`src/rtl/kpix_cmd_pkg.sv`:
```
// Shared definitions for the KPIX command controller: FSM encoding, frame
// geometry and the header/parity helpers used by the TX path.
`timescale 1ns/1ps
package kpix_cmd_pkg;

    // FSM state encoding
    localparam logic [2:0] ST_IDLE  = 3'd0;
    localparam logic [2:0] ST_HDR   = 3'd1;
    localparam logic [2:0] ST_WDATA = 3'd2;
    localparam logic [2:0] ST_WAIT  = 3'd3;
    localparam logic [2:0] ST_RDATA = 3'd4;
    localparam logic [2:0] ST_DONE  = 3'd5;
    localparam logic [2:0] ST_GAP   = 3'd6;

    // Frame geometry
    localparam int HDR_ADDR_W = 7;
    localparam int HDR_BITS   = 11;
    localparam int DPAR_BITS  = 1;

    // Header field positions (bit 10 is transmitted first)
    localparam int HDR_START_POS = 10;
    localparam int HDR_CMD_POS   = 9;
    localparam int HDR_WR_POS    = 8;
    localparam int HDR_ADDR_MSB  = 7;
    localparam int HDR_ADDR_LSB  = 1;
    localparam int HDR_PAR_POS   = 0;

    // XOR reduction; callers zero-extend narrower vectors
    function automatic logic kpix_par(input logic [63:0] v);
        return ^v;
    endfunction

    // Build the 11-bit header with even parity over cmd, write and addr
    function automatic logic [HDR_BITS-1:0] kpix_hdr(input logic cmd,
                                                     input logic wr,
                                                     input logic [HDR_ADDR_W-1:0] addr);
        logic [HDR_BITS-1:0] h;
        h                             = '0;
        h[HDR_START_POS]              = 1'b1;
        h[HDR_CMD_POS]                = cmd;
        h[HDR_WR_POS]                 = wr;
        h[HDR_ADDR_MSB:HDR_ADDR_LSB]  = addr;
        h[HDR_PAR_POS]                = kpix_par(64'({cmd, wr, addr}));
        return h;
    endfunction

endpackage

```
`src/rtl/kpix_frame_shift.sv`:
```
// Loadable MSB-first shift register with a down-counting bit counter.
// The counter stops at zero so the owner can detect the final bit (count==1).
`timescale 1ns/1ps
module kpix_frame_shift #(
    parameter int W  = 44,
    parameter int CW = 6
) (
    input  logic          i_clk,
    input  logic          i_rst_n,
    input  logic          i_load,
    input  logic [W-1:0]  i_load_val,
    input  logic [CW-1:0] i_load_cnt,
    input  logic          i_shift,
    input  logic          i_sin,
    output logic [W-1:0]  o_q,
    output logic [CW-1:0] o_cnt
);

    logic [W-1:0]  r_sr;
    logic [CW-1:0] r_cnt;

    // Load has priority over shift; reset clears the register so a serial
    // output driven from its MSB drops to 0 immediately.
    always_ff @(posedge i_clk or negedge i_rst_n) begin
        if (!i_rst_n) begin
            r_sr  <= '0;
            r_cnt <= '0;
        end else if (i_load) begin
            r_sr  <= i_load_val;
            r_cnt <= i_load_cnt;
        end else if (i_shift) begin
            r_sr <= {r_sr[W-2:0], i_sin};
            if (r_cnt != '0) r_cnt <= r_cnt - CW'(1);
        end
    end

    assign o_q   = r_sr;
    assign o_cnt = r_cnt;

endmodule

```
`src/rtl/kpix_cmd_ctrl.sv`:
```
// KPIX command controller: accepts one host request at a time, serializes it
// on command_c and, for reads, deserializes the reply from rdback_p.
`timescale 1ns/1ps
module kpix_cmd_ctrl
    import kpix_cmd_pkg::*;
#(
    parameter int ADDR_W  = 7,
    parameter int DATA_W  = 32,
    parameter int TIMEOUT = 4095,
    parameter int GAP     = 4
) (
    input  logic              ext_clk,
    input  logic              reset_c,
    input  logic              req_valid,
    output logic              req_ready,
    input  logic              req_cmd,
    input  logic              req_write,
    input  logic [ADDR_W-1:0] req_addr,
    input  logic [DATA_W-1:0] req_wdata,
    output logic              rsp_valid,
    output logic [DATA_W-1:0] rsp_rdata,
    output logic              rsp_perr,
    output logic              rsp_timeout,
    output logic              busy,
    output logic              command_c,
    input  logic              rdback_p
);

    // Whole write frame lives in one shifter: header, data, data parity
    localparam int RX_W  = DATA_W + DPAR_BITS;
    localparam int TX_W  = HDR_BITS + RX_W;
    localparam int TXC_W = $clog2(TX_W + 1);
    localparam int RXC_W = $clog2(RX_W + 1);
    localparam int WC_W  = $clog2(TIMEOUT + 1);
    localparam int GC_W  = $clog2(GAP + 1);   // GAP must be at least 1

    logic [2:0]        r_state, w_state_nxt;
    logic              r_wr, r_rd;
    logic              r_sync1, r_sync2;
    logic [WC_W-1:0]   r_wcnt;
    logic [GC_W-1:0]   r_gcnt;
    logic              r_rsp_valid, r_rsp_perr, r_rsp_tmo;
    logic [DATA_W-1:0] r_rsp_rdata;

    logic              w_accept, w_is_wr;
    logic [RX_W-1:0]   w_tx_tail;
    logic [TX_W-1:0]   w_tx_q;
    logic [TXC_W-1:0]  w_tx_cnt, w_hdr_last;
    logic [DATA_W-1:0] w_rx_q;
    logic [RXC_W-1:0]  w_rx_cnt;
    logic              w_to_done, w_rd_done, w_tmo;
    logic              w_unused;

    assign w_accept   = req_valid & (r_state == ST_IDLE);
    assign w_is_wr    = ~req_cmd & req_write;
    assign w_tx_tail  = w_is_wr ? {req_wdata, kpix_par(64'(req_wdata))} : '0;
    // Header ends with RX_W bits still queued for a write, or with the last bit otherwise
    assign w_hdr_last = r_wr ? TXC_W'(RX_W + 1) : TXC_W'(1);

    kpix_frame_shift #(.W(TX_W), .CW(TXC_W)) u_tx (
        .i_clk      (ext_clk),
        .i_rst_n    (reset_c),
        .i_load     (w_accept),
        .i_load_val ({kpix_hdr(req_cmd, w_is_wr, req_addr), w_tx_tail}),
        .i_load_cnt (w_is_wr ? TXC_W'(TX_W) : TXC_W'(HDR_BITS)),
        .i_shift    ((r_state == ST_HDR) || (r_state == ST_WDATA)),
        .i_sin      (1'b0),
        .o_q        (w_tx_q),
        .o_cnt      (w_tx_cnt)
    );

    kpix_frame_shift #(.W(DATA_W), .CW(RXC_W)) u_rx (
        .i_clk      (ext_clk),
        .i_rst_n    (reset_c),
        .i_load     ((r_state == ST_WAIT) && r_sync2),
        .i_load_val ('0),
        .i_load_cnt (RXC_W'(RX_W)),
        .i_shift    (r_state == ST_RDATA),
        .i_sin      (r_sync2),
        .o_q        (w_rx_q),
        .o_cnt      (w_rx_cnt)
    );

    // Next-state logic; a start bit takes precedence over the timeout
    always_comb begin
        w_state_nxt = r_state;
        w_rd_done   = 1'b0;
        w_tmo       = 1'b0;
        case (r_state)
            ST_IDLE:  if (req_valid) w_state_nxt = ST_HDR;
            ST_HDR:   if (w_tx_cnt == w_hdr_last)
                          w_state_nxt = r_wr ? ST_WDATA : (r_rd ? ST_WAIT : ST_DONE);
            ST_WDATA: if (w_tx_cnt == TXC_W'(1)) w_state_nxt = ST_DONE;
            ST_WAIT: begin
                if (r_sync2) begin
                    w_state_nxt = ST_RDATA;
                end else if (r_wcnt == WC_W'(TIMEOUT)) begin
                    w_state_nxt = ST_DONE;
                    w_tmo       = 1'b1;
                end
            end
            ST_RDATA: if (w_rx_cnt == RXC_W'(1)) begin
                          w_state_nxt = ST_DONE;
                          w_rd_done   = 1'b1;
                      end
            ST_DONE:  w_state_nxt = ST_GAP;
            ST_GAP:   if (r_gcnt == GC_W'(GAP - 1)) w_state_nxt = ST_IDLE;
            default:  w_state_nxt = ST_IDLE;
        endcase
    end

    assign w_to_done = (w_state_nxt == ST_DONE);

    // State, frame type, wait/gap counters and reply synchronizer
    always_ff @(posedge ext_clk or negedge reset_c) begin
        if (!reset_c) begin
            r_state <= ST_IDLE;
            r_wr    <= 1'b0;
            r_rd    <= 1'b0;
            r_sync1 <= 1'b0;
            r_sync2 <= 1'b0;
            r_wcnt  <= '0;
            r_gcnt  <= '0;
        end else begin
            r_state <= w_state_nxt;
            r_sync1 <= rdback_p;
            r_sync2 <= r_sync1;
            if (w_accept) begin
                r_wr <= w_is_wr;
                r_rd <= ~req_cmd & ~req_write;
            end
            r_wcnt <= (r_state == ST_WAIT) ? r_wcnt + WC_W'(1) : '0;
            r_gcnt <= (r_state == ST_GAP)  ? r_gcnt + GC_W'(1) : '0;
        end
    end

    // Response registers: updated on entry to DONE, held until the next DONE.
    // On the last RDATA cycle r_sync2 carries the parity bit.
    always_ff @(posedge ext_clk or negedge reset_c) begin
        if (!reset_c) begin
            r_rsp_valid <= 1'b0;
            r_rsp_rdata <= '0;
            r_rsp_perr  <= 1'b0;
            r_rsp_tmo   <= 1'b0;
        end else begin
            r_rsp_valid <= w_to_done;
            if (w_to_done) begin
                r_rsp_rdata <= w_rd_done ? w_rx_q : '0;
                r_rsp_perr  <= w_rd_done & kpix_par(64'({w_rx_q, r_sync2}));
                r_rsp_tmo   <= w_tmo;
            end
        end
    end

    // Only the MSB of the TX shifter drives the pad
    assign w_unused    = ^w_tx_q[TX_W-2:0];
    assign command_c   = w_tx_q[TX_W-1];
    assign req_ready   = (r_state == ST_IDLE);
    assign busy        = (r_state != ST_IDLE);
    assign rsp_valid   = r_rsp_valid;
    assign rsp_rdata   = r_rsp_rdata;
    assign rsp_perr    = r_rsp_perr;
    assign rsp_timeout = r_rsp_tmo;

endmodule

```
`config.mk`:
```
export PLATFORM = sky130hd
export DESIGN_NAME = kpix_cmd_ctrl
export DESIGN_NICKNAME = d
export VERILOG_FILES = /design/src/rtl/kpix_cmd_pkg.sv /design/src/rtl/kpix_frame_shift.sv /design/src/rtl/kpix_cmd_ctrl.sv
export SDC_FILE = /design/constraint.sdc
export NUM_CORES = 1
export LEC_CHECK = 0
export CAP_MARGIN = 25
export CORE_ASPECT_RATIO = 0.7
export CORE_MARGIN = 3
export CORE_UTILIZATION = 30
export CTS_CLUSTER_SIZE = 40
export DETAILED_ROUTE_END_ITERATION = 12
export RECOVER_POWER = 50
export SETUP_SLACK_MARGIN = 0.15
export SKIP_LAST_GASP = 1
export SYNTH_ARGS = -nofsm -noshare
export SYNTH_HDL_FRONTEND = slang
export SYNTH_SLANG_ARGS = --single-unit
```
`constraint.sdc`:
```
create_clock -name ext_clk -period 2.65 [get_ports ext_clk]
set_clock_uncertainty 0.05 [all_clocks]
set_input_delay 0.795 -clock ext_clk [delete_from_list [all_inputs] [get_ports ext_clk]]
set_output_delay 0.795 -clock ext_clk [all_outputs]
set_load 0.01 [all_outputs]
```
# Word-level counts from Yosys, hierarchy flattened
# Index checks and enable logic that the tools add are counted.
word_totals:
  input_bits: 45
  reg_bits: 145
  elab_cells: 83
classes:
  bitwise: 6
  addsub: 4
  reduce_logical: 15
  muxes: 31
  eq_ne: 12
op_table:
  columns: ["cell", "count"]
  rows:
  - ["XOR reduction 64 bit", 3]
  - ["two-way mux 32 bit", 3]
  - ["two-way mux 44 bit", 2]
  - ["two-way mux 6 bit", 8]
  - ["two-way mux 33 bit", 1]
  - ["two-way mux 3 bit", 10]
  - ["one-hot mux 3 bit (7 select lines)", 1]
  - ["adder 12 x 1 -> 12 bit, second input constant", 1]
  - ["equality test 12 bit, second input constant", 1]
  - ["equality test 3 bit, second input constant", 4]
  - ["equality test 6 x 1 -> 1 bit, second input constant", 2]
  - ["two-way mux 12 bit", 1]
  - ["nonzero test 6 bit", 2]
  - ["subtractor 6 x 1 -> 6 bit, second input constant", 2]
  - ["equality test 3 x 2 -> 1 bit, second input constant", 3]
  - ["nonzero test 2 bit", 4]
  - ["equality test 6 bit", 1]
  - ["two-way mux 1 bit", 5]
  - ["AND 1 bit", 4]
  - ["AND reduction 2 bit", 2]
  - ["adder 3 x 1 -> 3 bit, second input constant", 1]
  - ["equality test 3 x 1 -> 1 bit, second input constant", 1]
  - ["logical NOT 3 bit", 1]
  - ["nonzero test 3 bit", 1]
  - ["other kinds (3)", 4]

# Longest topological paths before layout
logic_depth:
  depth_word: 5
  ltp_mapped: 9
  mapped_depth_nobuf: 8

# Hierarchy
# Synthesis repeated with hierarchy kept, for this count alone.
hier_totals:
  hier_cells: 733
  hier_area_um2: 7553.5
modules_own_cells:
  columns: ["mod", "area_per_inst_um2", "seq_area_each_um2", "cells_each", "instances"]
  rows:
  - ["kpix_cmd_ctrl", 3265.6, 1426.4, 310, 1]
  - ["kpix_frame_shift (u_tx)", 2414.8, 1251.2, 238, 1]
  - ["kpix_frame_shift (u_rx)", 1873.0, 950.9, 185, 1]

# Worst setup path after synthesis
# No wires, ideal clock.
synth_path:
  path_type: "flip-flop to flip-flop"
  startpoint: "register u_tx.r_cnt[5] (netlist: u_tx.o_cnt[5])"
  endpoint: "register r_rsp_rdata[0] (netlist: rsp_rdata[0])"
  slack_ps: 506
  path_buffers: 1
  path_stages_with_launch: 8
  arrival_ps: 1973
  required_time_ps: 2479
  cell_sequence: "dfrtp_1 -> or4b_4 -> a2111oi_4 -> a222oi_1 -> nand2_2 -> nand3b_4 -> buf_6 -> a22o_1"
synth_via:
  elab_chain_cells: 4
  elab_cells_between_ends: 6
  classes_between: "3 x eq/ne; 3 x mux"
synth_rtl:
  columns: ["element", "line", "text"]
  rows:
  - ["start: declaration", "kpix_frame_shift.sv:20", "logic [CW-1:0] r_cnt;"]
  - ["start signal: assignment", "kpix_frame_shift.sv:30", "r_cnt <= i_load_cnt;"]
  - ["start signal: assignment", "kpix_frame_shift.sv:33", "if (r_cnt != '0) r_cnt <= r_cnt - CW'(1);"]
  - ["equality test 6 x 1 -> 1 bit or equality test 6 bit (tied branches)", "kpix_cmd_ctrl.sv:93, kpix_cmd_ctrl.sv:91", null]
  - ["two-way mux 3 bit (on tied branches)", "kpix_cmd_ctrl.sv:93, kpix_cmd_ctrl.sv:91", null]
  - ["one-hot mux 3 bit (7 select lines) (*)", "kpix_cmd_ctrl.sv:89", "case (r_state)"]
  - ["equality test 3 bit (*)", "kpix_cmd_ctrl.sv:112", "assign w_to_done = (w_state_nxt == ST_DONE);"]
  - ["end signal: assignment", "kpix_cmd_ctrl.sv:148", "r_rsp_rdata <= w_rd_done ? w_rx_q : '0;"]
  - ["end: declaration", "kpix_cmd_ctrl.sv:43", "logic [DATA_W-1:0] r_rsp_rdata;"]
# Every way passes the cells marked *; elsewhere a longest branch is shown, timed or not.
# A chain may end at the register's enable or synchronous reset.

# Final worst setup path
layout_path:
  startpoint: "register u_tx.r_cnt[0] (netlist: u_tx.o_cnt[0])"
  endpoint: "register r_rsp_rdata[7] (netlist: rsp_rdata[7])"
# The elaborated chain is that of the path after synthesis.

==> impl_metrics.csv <==
group,metric,value,unit
status,outcome,"finished, final reports clean",
critical_path,crit_end,"rsp_rdata[7]",
finish,most-common-layout-cells,"143 x dfrtp_1, 130 x nand2_1, 78 x clkdlybuf4s50_1",
synthesis,syn_area,6877,um2
finish,finalNonFillerCells,1114,
synthesis,synth_cells,717,
pwr,seqPwrFrac,0.372,
floorplanning,core_area,22070,um2
timing,rsz0062_at_grt,"no",
global_routing,grtUsageTotal,0.1278,
critical_path,cp-end-kind,"flip-flop",
finish,layout.nets,851,
clock_tree,cts_hold_buf,0,
floorplanning,fp.dieW,187.0,um
critical_path,reg2reg_to,"rsp_rdata[7]",
global_routing,grt-ovfl-total,0,
clock_tree,cts_max_level,4,
placed_design,dp.cells,1081,
critical_path,arrival,2620,ps
critical_path,ff2ff_path_depth,7,
pwr,swShare,0.3564,
floorplanning,start_util,0.3116,
critical_path,cp_data_required_time,2900,ps
job,maxCapViolations,0,
detailed_routing,routed_wirelength,15.53,mm
clock_tree,cts_buffers,17,
detailed_routing,drc,0,
global_routing,grt_pass1_wl,25.97,mm
placed_design,place.gp.congestion,0.7789,
critical_path,crit_start,"u_tx.o_cnt[0]",
floorplanning,dieArea,24800,um2
clock_tree,clkTransAtPathRegs,60,ps
synthesis,synth_seq_cells,145,
pwr,power_frac_comb,0.339,
placed_design,dpl.hpwl,10.29,mm
clock_tree,cts_tree,"yes",
synthesis,synthTopCellsByArea,"dfrtp_1 53%, xnor2_1 8.2%, nand2_1 7.1%",
synthesis,ys.warnings.count,0,
detailed_routing,via_count,5227,
synthesis,yosysUniqueCellTypes,44,
clock_tree,clock_path_buffers,2,
critical_path,crit_type,"reg2reg",
timing,worst-slew-pin-transition,1262,ps
timing,hold_slack,307.1,ps
detailed_routing,drt_iter0_drc,431,
clock_tree,cts_sinks,145,
pwr,p_sw,0.002959,W
timing,setup_viol,0,
critical_path,reg2reg_from,"u_tx.o_cnt[0]",
finish,final_common_cell,"dfrtp_1",
synthesis,syn_area_per_cell,9.591,um2
clock_tree,clk_latency,420,ps
detailed_routing,ant_nets,0,
pwr,p_clk_frac,0.289,
finish,drive_gt1_frac,0.07911,
critical_path,critical_path_buf_inv_count,1,
finish,insertedDiodeCount,0,
floorplanning,row_count,45,
timing,slew_viol_final,0,
timing,finalHoldViolCount,0,
timing,period_share,0.8954,
synthesis,ys.flop_type,"dfrtp_1",
floorplanning,die_h,132.7,um
timing,fmax,421.4,MHz
critical_path,setup.worst_path.start_class,"flip-flop",
critical_path,cp.depth,7,
synthesis,synthArstFlopShare,1.000,
pwr,p_int,0.005345,W
timing,finalCriticalPeriod,2373,ps
floorplanning,ios,83,
pwr,p_per_area,952.3,nW/um2
critical_path,cp_max_fo,14,
pwr,leakage,3.672,nW
min_path,hold_class,"reg2reg",
detailed_routing,drt-pass1-iter-count,4,
timing,fin_ws,277.1,ps
critical_path,critPathTopFamily,"compound AO/OA/AOI/OAI gates",
min_path,whs_path_depth,0,
finish,fillers,2180,
synthesis,yosysSeqAreaShare,0.5277,
clock_tree,root_buffer,"clkbuf_16",
global_routing,grt_max_degree,59,
detailed_routing,wl_per_cell,13.94,um
timing,max_slew_margin,0.1587,
pwr,ir_drop,0.0005841,V
critical_path,path_cells,"or4b_4, a2111oi_4, a222oi_1, nand2_2, nand3b_4, buf_4, a22o_1",
placed_design,preCtsSetupSlack,95.14,ps
critical_path,r2r_slack,280,ps
global_routing,antenna_found_initial,0,
finish,area_delta_synth_final,26.80,%
critical_path,slowest_delay,520,ps
placed_design,port_buffers,82,
detailed_routing,via_per_inst,4.692,
finish,post-route-util,0.3951,
synthesis,synth-edff-count,0,
global_routing,grt_pass1_vias,5004,
synthesis,syn-num-nets,771,
critical_path,critPathSlowestCell,"or4b_4",
synthesis,synth_top_cell_by_area,"dfrtp_1",
synthesis,synth_top_area_frac,0.5277,
timing,finalSetupTns,0,ps
cell type report:
cell class              count  area (um2)  share of cell area
multi-input cells         518        3035              0.3481
repair buffers            103        1039              0.1191
clock buffers              18       439.2             0.05037
well taps                 305       381.6             0.04377
flip-flops and latches    145        3631              0.4164
inverters                  12       45.04            0.005166
clock inverters            13       148.9             0.01708
synthesized netlist by cell type (all sizes together) (2+ instances only):
cell type  number
dfrtp         145
nand2         131
a21oi          75
nor2           74
xnor2          64
o21ai          41
clkbuf         34
a22o           33
xor2           19
a31oi          12
inv            12
nand3          10
ha              9
buf             8
nor3            7
and3            4
or3             4
a21o            3
and2            3
and4            3
nand3b          3
nor3b           3
nand2b          2
nand4           2
nor4            2
power by group through the flow:
stage          combinational (W)  clock [W]  sequential [W]
4_1_cts                  0.00287    0.00245         0.00309
2_1_floorplan            0.00202          0         0.00304
5_1_grt                  0.00320    0.00255         0.00316
3_5_place_dp             0.00282          0         0.00313
3_3_place_gp             0.00277          0         0.00313
6_report                 0.00281    0.00240         0.00309
through the flow:
step	total power [W]	instance area (um2)
after floorplan	0.005062	6877
after global placement	0.005900	8125
after detailed placement	0.005951	8125
after CTS	0.008407	8733
after global routing	0.008907	8720
final	0.008304	8720
metal layers:
metal | wire [um] | track usage | part of all wire | vias to the layer above
li1 | - | - | - | 2576
met1 | 8419 | 0.1954 | 0.54 | 2539
met2 | 6332 | 0.1767 | 0.41 | 100
met3 | 643 | 0.03151 | 0.041 | 12
met4 | 133 | 0.03777 | 0.0086 | 0
met5 | 0 | 0 | 0 | -
registers in the layout, summed over array words and instances (netlist names), 3 cells and up:
register and count:
r_gcnt 3, r_wcnt 12, u_tx.o_cnt 6, rsp_rdata 32
u_tx.o_q 44, r_state 3, u_rx.o_cnt 6, u_rx.o_q 32
worst register-to-register path: cells and delay by family (launching register included):
| kind | cells | cell delay [ps] |
|---|---|---|
| buffers and inverters | 1 | 210 |
| and+or+nand+nor | 3 | 740 |
| AOI/OAI and AO/OA | 3 | 800 |
| DFF | 1 | 470 |
cell families (layout without fill, tap and decap cells):
kind of cell               after synthesis  count (layout)  synth area share
DFF                                    145             145            0.5277
xor gates and xnor gates                84              84            0.1090
muxes                                    1               1          0.001637
and+or+nand+nor                        253             253            0.1594
buffers and inverters                   54             146           0.03366
adders and majority gates                9               9           0.01638
AOI/OAI and AO/OA                      171             171            0.1523
worst min path at each step:
stage                  from        end  slack (ps)
floorplan           r_sync1    r_sync2         280
global placement    r_sync1    r_sync2         300
detailed placement  r_sync1    r_sync2         300
CTS                 reset_c  r_wcnt[8]         260
global route        r_sync1    r_sync2         330
finish              r_sync1    r_sync2         310
what timing repair did:
item,4_1_cts,5_1_grt
gates resized for setup,5,0
setup endpoints to repair,2,0
setup buffers,2,0
Power figures use the tool's default switching activity.
